--- config.mk ---
export PLATFORM = sky130hd
export DESIGN_NAME = alu_share_arb_flat
export DESIGN_NICKNAME = d
export VERILOG_FILES = /design/src/rtl/alu_share_arb_if.sv /design/src/rtl/alu_share_arb.sv /design/src/flat_wrapper.sv
export SDC_FILE = /design/constraint.sdc
export NUM_CORES = 1
export LEC_CHECK = 0
export CORE_ASPECT_RATIO = 1.75
export CORE_MARGIN = 2
export CORE_UTILIZATION = 38
export DETAILED_ROUTE_END_ITERATION = 6
export GPL_TIMING_DRIVEN = 0
export MAX_ROUTING_LAYER = met4
export PLACE_DENSITY = 0.79
export SLEW_MARGIN = 10
export SYNTH_ARGS = -nofsm -noshare
export SYNTH_HDL_FRONTEND = slang
export SYNTH_SLANG_ARGS = --single-unit
export TNS_END_PERCENT = 10
--- constraint.sdc ---
create_clock -name clk -period 1.65 [get_ports clk]
set_input_delay 0.165 -clock clk [delete_from_list [all_inputs] [get_ports clk]]
set_output_delay 0.165 -clock clk [all_outputs]
set_load 0.01 [all_outputs]
--- src/rtl/alu_share_arb_if.sv ---
// Handshake and ALU bus bundle for alu_share_arb: two request/response
// channels plus the registered operand path to an external ALU.
interface alu_share_arb_if #(
    parameter int WIDTH = 8,
    parameter int OPW   = 4
);
    logic             req0_valid;
    logic             req0_ready;
    logic [WIDTH-1:0] req0_a;
    logic [WIDTH-1:0] req0_b;
    logic             req0_cin;
    logic [OPW-1:0]   req0_aluop;
    logic             resp0_valid;
    logic             resp0_ready;

    logic             req1_valid;
    logic             req1_ready;
    logic [WIDTH-1:0] req1_a;
    logic [WIDTH-1:0] req1_b;
    logic             req1_cin;
    logic [OPW-1:0]   req1_aluop;
    logic             resp1_valid;
    logic             resp1_ready;

    logic [WIDTH-1:0] resp_y;
    logic [WIDTH-1:0] alu_a;
    logic [WIDTH-1:0] alu_b;
    logic             alu_cin;
    logic [OPW-1:0]   alu_aluop;
    logic [WIDTH-1:0] alu_y;
    logic             busy;

    modport slave (
        input  req0_valid, req0_a, req0_b, req0_cin, req0_aluop, resp0_ready,
        input  req1_valid, req1_a, req1_b, req1_cin, req1_aluop, resp1_ready,
        input  alu_y,
        output req0_ready, resp0_valid, req1_ready, resp1_valid,
        output resp_y, alu_a, alu_b, alu_cin, alu_aluop, busy
    );

    modport master (
        output req0_valid, req0_a, req0_b, req0_cin, req0_aluop, resp0_ready,
        output req1_valid, req1_a, req1_b, req1_cin, req1_aluop, resp1_ready,
        output alu_y,
        input  req0_ready, resp0_valid, req1_ready, resp1_valid,
        input  resp_y, alu_a, alu_b, alu_cin, alu_aluop, busy
    );
endinterface

--- src/rtl/alu_share_arb.sv ---
// Round-robin sequencer sharing one external combinational ALU between two
// requesters. Optional grant/conflict counters: ALU_SHARE_ARB_PERF_EN.
module alu_share_arb #(
    parameter int WIDTH = 8,
    parameter int OPW   = 4
`ifdef ALU_SHARE_ARB_PERF_EN
    ,
    parameter int CNT_W = 16
`endif
) (
    input  logic           clk,
    input  logic           rst,
    alu_share_arb_if.slave bus
`ifdef ALU_SHARE_ARB_PERF_EN
    ,
    output logic [CNT_W-1:0] grant0_cnt,
    output logic [CNT_W-1:0] grant1_cnt,
    output logic [CNT_W-1:0] conflict_cnt
`endif
);
    typedef enum logic [1:0] {IDLE = 2'd0, EXEC = 2'd1, RESP = 2'd2} state_e;

    state_e           state_q, state_d;
    logic             owner_q, owner_d;   // 1: requester 1 owns the ALU
    logic             prio_q, prio_d;     // requester that wins the next tie
    logic [WIDTH-1:0] a_q, a_d, b_q, b_d, y_q, y_d;
    logic             cin_q, cin_d;
    logic [OPW-1:0]   op_q, op_d;
    logic             gnt0, gnt1;

    always_comb begin
        state_d = state_q;
        owner_d = owner_q;
        prio_d  = prio_q;
        a_d     = a_q;
        b_d     = b_q;
        cin_d   = cin_q;
        op_d    = op_q;
        y_d     = y_q;
        gnt0    = 1'b0;
        gnt1    = 1'b0;
        unique case (state_q)
            IDLE: begin
                gnt0 = bus.req0_valid && (!bus.req1_valid || !prio_q);
                gnt1 = bus.req1_valid && (!bus.req0_valid || prio_q);
                if (gnt0 || gnt1) begin
                    state_d = EXEC;
                    owner_d = gnt1;
                    prio_d  = gnt0;
                    a_d     = gnt1 ? bus.req1_a     : bus.req0_a;
                    b_d     = gnt1 ? bus.req1_b     : bus.req0_b;
                    cin_d   = gnt1 ? bus.req1_cin   : bus.req0_cin;
                    op_d    = gnt1 ? bus.req1_aluop : bus.req0_aluop;
                end
            end
            EXEC: begin
                y_d     = bus.alu_y;
                state_d = RESP;
            end
            RESP: begin
                if (owner_q ? bus.resp1_ready : bus.resp0_ready)
                    state_d = IDLE;
            end
            default: state_d = IDLE;
        endcase
    end

    always_ff @(posedge clk or posedge rst) begin
        if (rst) begin
            state_q <= IDLE;
            owner_q <= 1'b0;
            prio_q  <= 1'b0;
            a_q     <= '0;
            b_q     <= '0;
            cin_q   <= 1'b0;
            op_q    <= '0;
            y_q     <= '0;
        end else begin
            state_q <= state_d;
            owner_q <= owner_d;
            prio_q  <= prio_d;
            a_q     <= a_d;
            b_q     <= b_d;
            cin_q   <= cin_d;
            op_q    <= op_d;
            y_q     <= y_d;
        end
    end

    // Grants are combinational from valid, so they are masked while rst holds.
    assign bus.req0_ready  = gnt0 && !rst;
    assign bus.req1_ready  = gnt1 && !rst;
    assign bus.resp0_valid = (state_q == RESP) && !owner_q;
    assign bus.resp1_valid = (state_q == RESP) && owner_q;
    assign bus.resp_y      = y_q;
    assign bus.alu_a       = a_q;
    assign bus.alu_b       = b_q;
    assign bus.alu_cin     = cin_q;
    assign bus.alu_aluop   = op_q;
    assign bus.busy        = (state_q != IDLE);

`ifdef ALU_SHARE_ARB_PERF_EN
    logic [CNT_W-1:0] g0_cnt_q, g1_cnt_q, cf_cnt_q;

    always_ff @(posedge clk or posedge rst) begin
        if (rst) begin
            g0_cnt_q <= '0;
            g1_cnt_q <= '0;
            cf_cnt_q <= '0;
        end else begin
            if (gnt0 && g0_cnt_q != '1)
                g0_cnt_q <= g0_cnt_q + CNT_W'(1);
            if (gnt1 && g1_cnt_q != '1)
                g1_cnt_q <= g1_cnt_q + CNT_W'(1);
            if (state_q == IDLE && bus.req0_valid && bus.req1_valid && cf_cnt_q != '1)
                cf_cnt_q <= cf_cnt_q + CNT_W'(1);
        end
    end

    assign grant0_cnt   = g0_cnt_q;
    assign grant1_cnt   = g1_cnt_q;
    assign conflict_cnt = cf_cnt_q;
`endif
endmodule

--- src/flat_wrapper.sv ---
// flat-port wrapper written by rule: the top's interface ports become plain ports
module alu_share_arb_flat 
#(
    parameter int WIDTH = 8,
    parameter int OPW   = 4

)
  (clk, rst, bus_req0_valid, bus_req0_a, bus_req0_b, bus_req0_cin, bus_req0_aluop, bus_resp0_ready, bus_req1_valid, bus_req1_a, bus_req1_b, bus_req1_cin, bus_req1_aluop, bus_resp1_ready, bus_alu_y, bus_req0_ready, bus_resp0_valid, bus_req1_ready, bus_resp1_valid, bus_resp_y, bus_alu_a, bus_alu_b, bus_alu_cin, bus_alu_aluop, bus_busy);
  alu_share_arb_if #(.WIDTH(WIDTH), .OPW(OPW)) bus_i ();
  input  logic clk;
  input  logic rst;
  input wire logic [$bits(bus_i.req0_valid)-1:0] bus_req0_valid;
  input wire logic [$bits(bus_i.req0_a)-1:0] bus_req0_a;
  input wire logic [$bits(bus_i.req0_b)-1:0] bus_req0_b;
  input wire logic [$bits(bus_i.req0_cin)-1:0] bus_req0_cin;
  input wire logic [$bits(bus_i.req0_aluop)-1:0] bus_req0_aluop;
  input wire logic [$bits(bus_i.resp0_ready)-1:0] bus_resp0_ready;
  input wire logic [$bits(bus_i.req1_valid)-1:0] bus_req1_valid;
  input wire logic [$bits(bus_i.req1_a)-1:0] bus_req1_a;
  input wire logic [$bits(bus_i.req1_b)-1:0] bus_req1_b;
  input wire logic [$bits(bus_i.req1_cin)-1:0] bus_req1_cin;
  input wire logic [$bits(bus_i.req1_aluop)-1:0] bus_req1_aluop;
  input wire logic [$bits(bus_i.resp1_ready)-1:0] bus_resp1_ready;
  input wire logic [$bits(bus_i.alu_y)-1:0] bus_alu_y;
  output wire logic [$bits(bus_i.req0_ready)-1:0] bus_req0_ready;
  output wire logic [$bits(bus_i.resp0_valid)-1:0] bus_resp0_valid;
  output wire logic [$bits(bus_i.req1_ready)-1:0] bus_req1_ready;
  output wire logic [$bits(bus_i.resp1_valid)-1:0] bus_resp1_valid;
  output wire logic [$bits(bus_i.resp_y)-1:0] bus_resp_y;
  output wire logic [$bits(bus_i.alu_a)-1:0] bus_alu_a;
  output wire logic [$bits(bus_i.alu_b)-1:0] bus_alu_b;
  output wire logic [$bits(bus_i.alu_cin)-1:0] bus_alu_cin;
  output wire logic [$bits(bus_i.alu_aluop)-1:0] bus_alu_aluop;
  output wire logic [$bits(bus_i.busy)-1:0] bus_busy;
  assign bus_i.req0_valid = bus_req0_valid;
  assign bus_i.req0_a = bus_req0_a;
  assign bus_i.req0_b = bus_req0_b;
  assign bus_i.req0_cin = bus_req0_cin;
  assign bus_i.req0_aluop = bus_req0_aluop;
  assign bus_i.resp0_ready = bus_resp0_ready;
  assign bus_i.req1_valid = bus_req1_valid;
  assign bus_i.req1_a = bus_req1_a;
  assign bus_i.req1_b = bus_req1_b;
  assign bus_i.req1_cin = bus_req1_cin;
  assign bus_i.req1_aluop = bus_req1_aluop;
  assign bus_i.resp1_ready = bus_resp1_ready;
  assign bus_i.alu_y = bus_alu_y;
  assign bus_req0_ready = bus_i.req0_ready;
  assign bus_resp0_valid = bus_i.resp0_valid;
  assign bus_req1_ready = bus_i.req1_ready;
  assign bus_resp1_valid = bus_i.resp1_valid;
  assign bus_resp_y = bus_i.resp_y;
  assign bus_alu_a = bus_i.alu_a;
  assign bus_alu_b = bus_i.alu_b;
  assign bus_alu_cin = bus_i.alu_cin;
  assign bus_alu_aluop = bus_i.alu_aluop;
  assign bus_busy = bus_i.busy;
  alu_share_arb #(.WIDTH(WIDTH), .OPW(OPW)) u_core (.clk(clk), .rst(rst), .bus(bus_i));
endmodule
==> results_dict.tcl <==
set metrics [dict create \
    status "finished clean" \
    synth-seq-area-share_pct 52.09 \
    place_ws_ps -463.8 \
    ant_nets 0 \
    die_w_um 52.83 \
    final_cell_mix "clkdlybuf4s50_1, dfrtp_1, o21ai_0, a21oi_1, a31oi_1" \
    rr_startpoint "u_core.prio_q" \
    synth_area_leader_cell "dfrtp_1" \
    clock_latency_ps 290 \
    p_per_area_nw_per_um2 1754 \
    synth-seq-cells 33 \
    rsz0062_at_grt "true" \
    slowest_stage "clkdlybuf4s50_1" \
    worstMarginPinSlew_ps 682.5 \
    cap_violations 0 \
    area_delta_synth_final_pct 69.69 \
    end_kind "primary output" \
    post-route-period-util_pct 95.01 \
    netlist_instances 165 \
    yosys_warnings 0 \
    leakage_uw 0.001098 \
    dp_hpwl_um 3575 \
    final_layout_size_suffix_gt1_share_pct 12.17 \
    holdWs_ps 182.6 \
    numCtsBuffers 5 \
    rr_endpoint "u_core.bus.alu_a[6]" \
    grt_overflow 0 \
    diodes 0 \
    worst_slack_ps 82.37 \
    dieHeight_um 89.44 \
    drt-initial-drc-count 30 \
    antenna_found_initial 0 \
    stdcell_area_sq_um 2690 \
    holdPathEnd "u_core.bus.alu_aluop[2]" \
    netlist_top_cells_area "dfrtp_1, a31oi_1, a21oi_1, o21ai_0, nand3_1" \
    drt_pass1_iterations 4 \
    clock.fmax_mhz 637.9 \
    setup_viol 0 \
    slew_viol_final 0 \
    min-delay-start "bus_req1_valid" \
    placed_area_sq_um 2527 \
    hold_depth 3 \
    rrSetupSlack_ps 110 \
    clk_pin_slew_worst_paths_ps 70 \
    final_core_utilization_pct 66.05 \
    synth_nets 221 \
    worstSetupPathType "reg -> out" \
    synth_top_area_share_pct 52.09 \
    final.min_clock_period_ps 1568 \
    grt_use_total_pct 23.24 \
    placed_cells 302 \
    ioPinCount 90 \
    cts_buffer_depth 2 \
    io_buffers 88 \
    synthDistinctLibCells 20 \
    syn_area_sq_um 1585 \
    viasPerCell 5.321 \
    drc 0 \
    crit_path_max_incr_delay_ps 550 \
    syn_area_per_cell_sq_um 9.608 \
    cts_tree "yes" \
    h-tree-depth 2 \
    hold_viol 0 \
    grt_pass1_wl_um 7845 \
    cp-start-kind "flop" \
    cp_max_fo 4 \
    fp-row-count 31 \
    crit_arrival_ps 1400 \
    reg2reg_depth 5 \
    vias 1660 \
    cts_sinks 33 \
    cp.required_ps 1480 \
    final_common_cell "clkdlybuf4s50_1" \
    wl_um 4764 \
    worstPathCellList "nor2_4 -> inv_1 -> clkdlybuf4s50_1" \
    finalNonFillerCells 312 \
    cp_top_family "buffers and inverters" \
    initial_core_util_pct 38.92 \
    grt_max_degree 34 \
    fill_cells 370 \
    num-nets-final 318 \
    place_congestion 0.7676 \
    core-area_sq_um 4073 \
    max_slew_margin_pct 54.43 \
    hp-class "in -> reg" \
    dieArea_sq_um 4725 \
    grt_pass1_vias 1771 \
    finClkSkew_ps 4.323 \
    cts_hold_buf 0 \
    peakVddDrop_v 0.001271 \
    clk_root_buffer_cell "clkbuf_8" \
    routedWlPerCell_um 15.27 \
    critPathBufInv 2 \
]
==> sequential cells by signal (all words and copies together), names as in the netlist <==
| register | cells |
|---|---|
| u_core.bus.alu_b | 8 |
| u_core.bus.alu_a | 8 |
| u_core.prio_q | 1 |
| u_core.bus.alu_cin | 1 |
| u_core.owner_q | 1 |
| u_core.bus.resp_y | 8 |
| u_core.bus.alu_aluop | 4 |
| u_core.state_q | 2 |
==> cells in the mapped netlist <==
cell        n
dfrtp_1    33
a21oi_1    22
a31oi_1    22
o21ai_0    22
nand3_1    21
clkbuf_1    8
mux2_2      7
buf_2       5
inv_1       4
nand2_1     4
buf_6       3
nand2b_1    3
mux2_1      2
nor2_1      2
nor3_1      2
and2_4      1
and2b_1     1
nor2_2      1
o2bb2ai_1   1
or2_4       1
==> report_power, final <==
group | total (uW) | switching (uW) | internal, uW | leakage [uW]
combinational | 2340 | 1040 | 1310 | 0.000654
sequential | 1470 | 245 | 1230 | 0.000376
clock | 905 | 305 | 600 | 0.0000681
total | 4720 | 1590 | 3130 | 0.00110
==> logic make-up (layout without fill, tap and decap cells) <==
family                 count (synthesis)  after routing  synth area share (%)
muxes                                  9              9                 6.393
AOI/OAI and AO/OA                     67             67                 23.13
and+or+nand+nor                       36             36                 11.84
DFF                                   33             33                 52.09
buffers and inverters                 20            118                 6.550
==> timing repair <==
item	in CTS	in global routing
gates resized for setup	10	4
pin swaps	2	1
endpoints found under the setup margin	5	1
buffers inserted	1	1
hold endpoints to repair	0	0
==> metrics by stage <==
| step | TNS, ps | power, uW |
|---|---|---|
| after floorplan | 0 | 2587 |
| after global placement | -3599 | 3725 |
| after detailed placement | -1204 | 3793 |
| after CTS | -11.21 | 4741 |
| after global routing | -6.841 | 5058 |
| final | 0 | 4719 |
==> worst max-delay path by stage <==
stage                       from  slack, ps  depth (start not counted)                  end
2_1_floorplan      u_core.prio_q        400                          4       bus_req1_ready
3_3_place_gp      bus_req0_valid       -460                          6       bus_req1_ready
3_5_place_dp      bus_req0_valid       -460                          6       bus_req1_ready
4_1_cts            u_core.prio_q        -10                          5       bus_req1_ready
5_1_grt            u_core.prio_q         -7                          5  u_core.bus.alu_a[2]
6_report       u_core.state_q[1]         80                          3             bus_busy
==> per-layer routing <==
layer | up-vias | track usage (%) | routed length [um] | part of all wire [%]
met2 | 66 | 41.82 | 2689 | 56
met5 | - | - | 0 | 0
met1 | 793 | 23.25 | 1695 | 36
met3 | 5 | 6.355 | 320 | 6.7
li1 | 796 | - | - | -
met4 | 0 | 8.625 | 59 | 1.2
==> tightest hold or removal path, stage by stage <==
cell and delay [ps]:
buf_6 110, nand3_1 80, a31oi_1 80
==> area by class of cell <==
type	instances	area (sq um)	area share [%]
plain buffers	16	96.34	3.581
clock buffers	5	68.82	2.558
clock inverters	3	65.06	2.419
inverters	4	15.01	0.5581
multi-input cells	112	668.1	24.84
flip-flops and latches	33	825.8	30.70
well taps	49	61.31	2.279
repair buffers	90	889.6	33.07
Note: power is estimated with default switching activity, not from simulation.
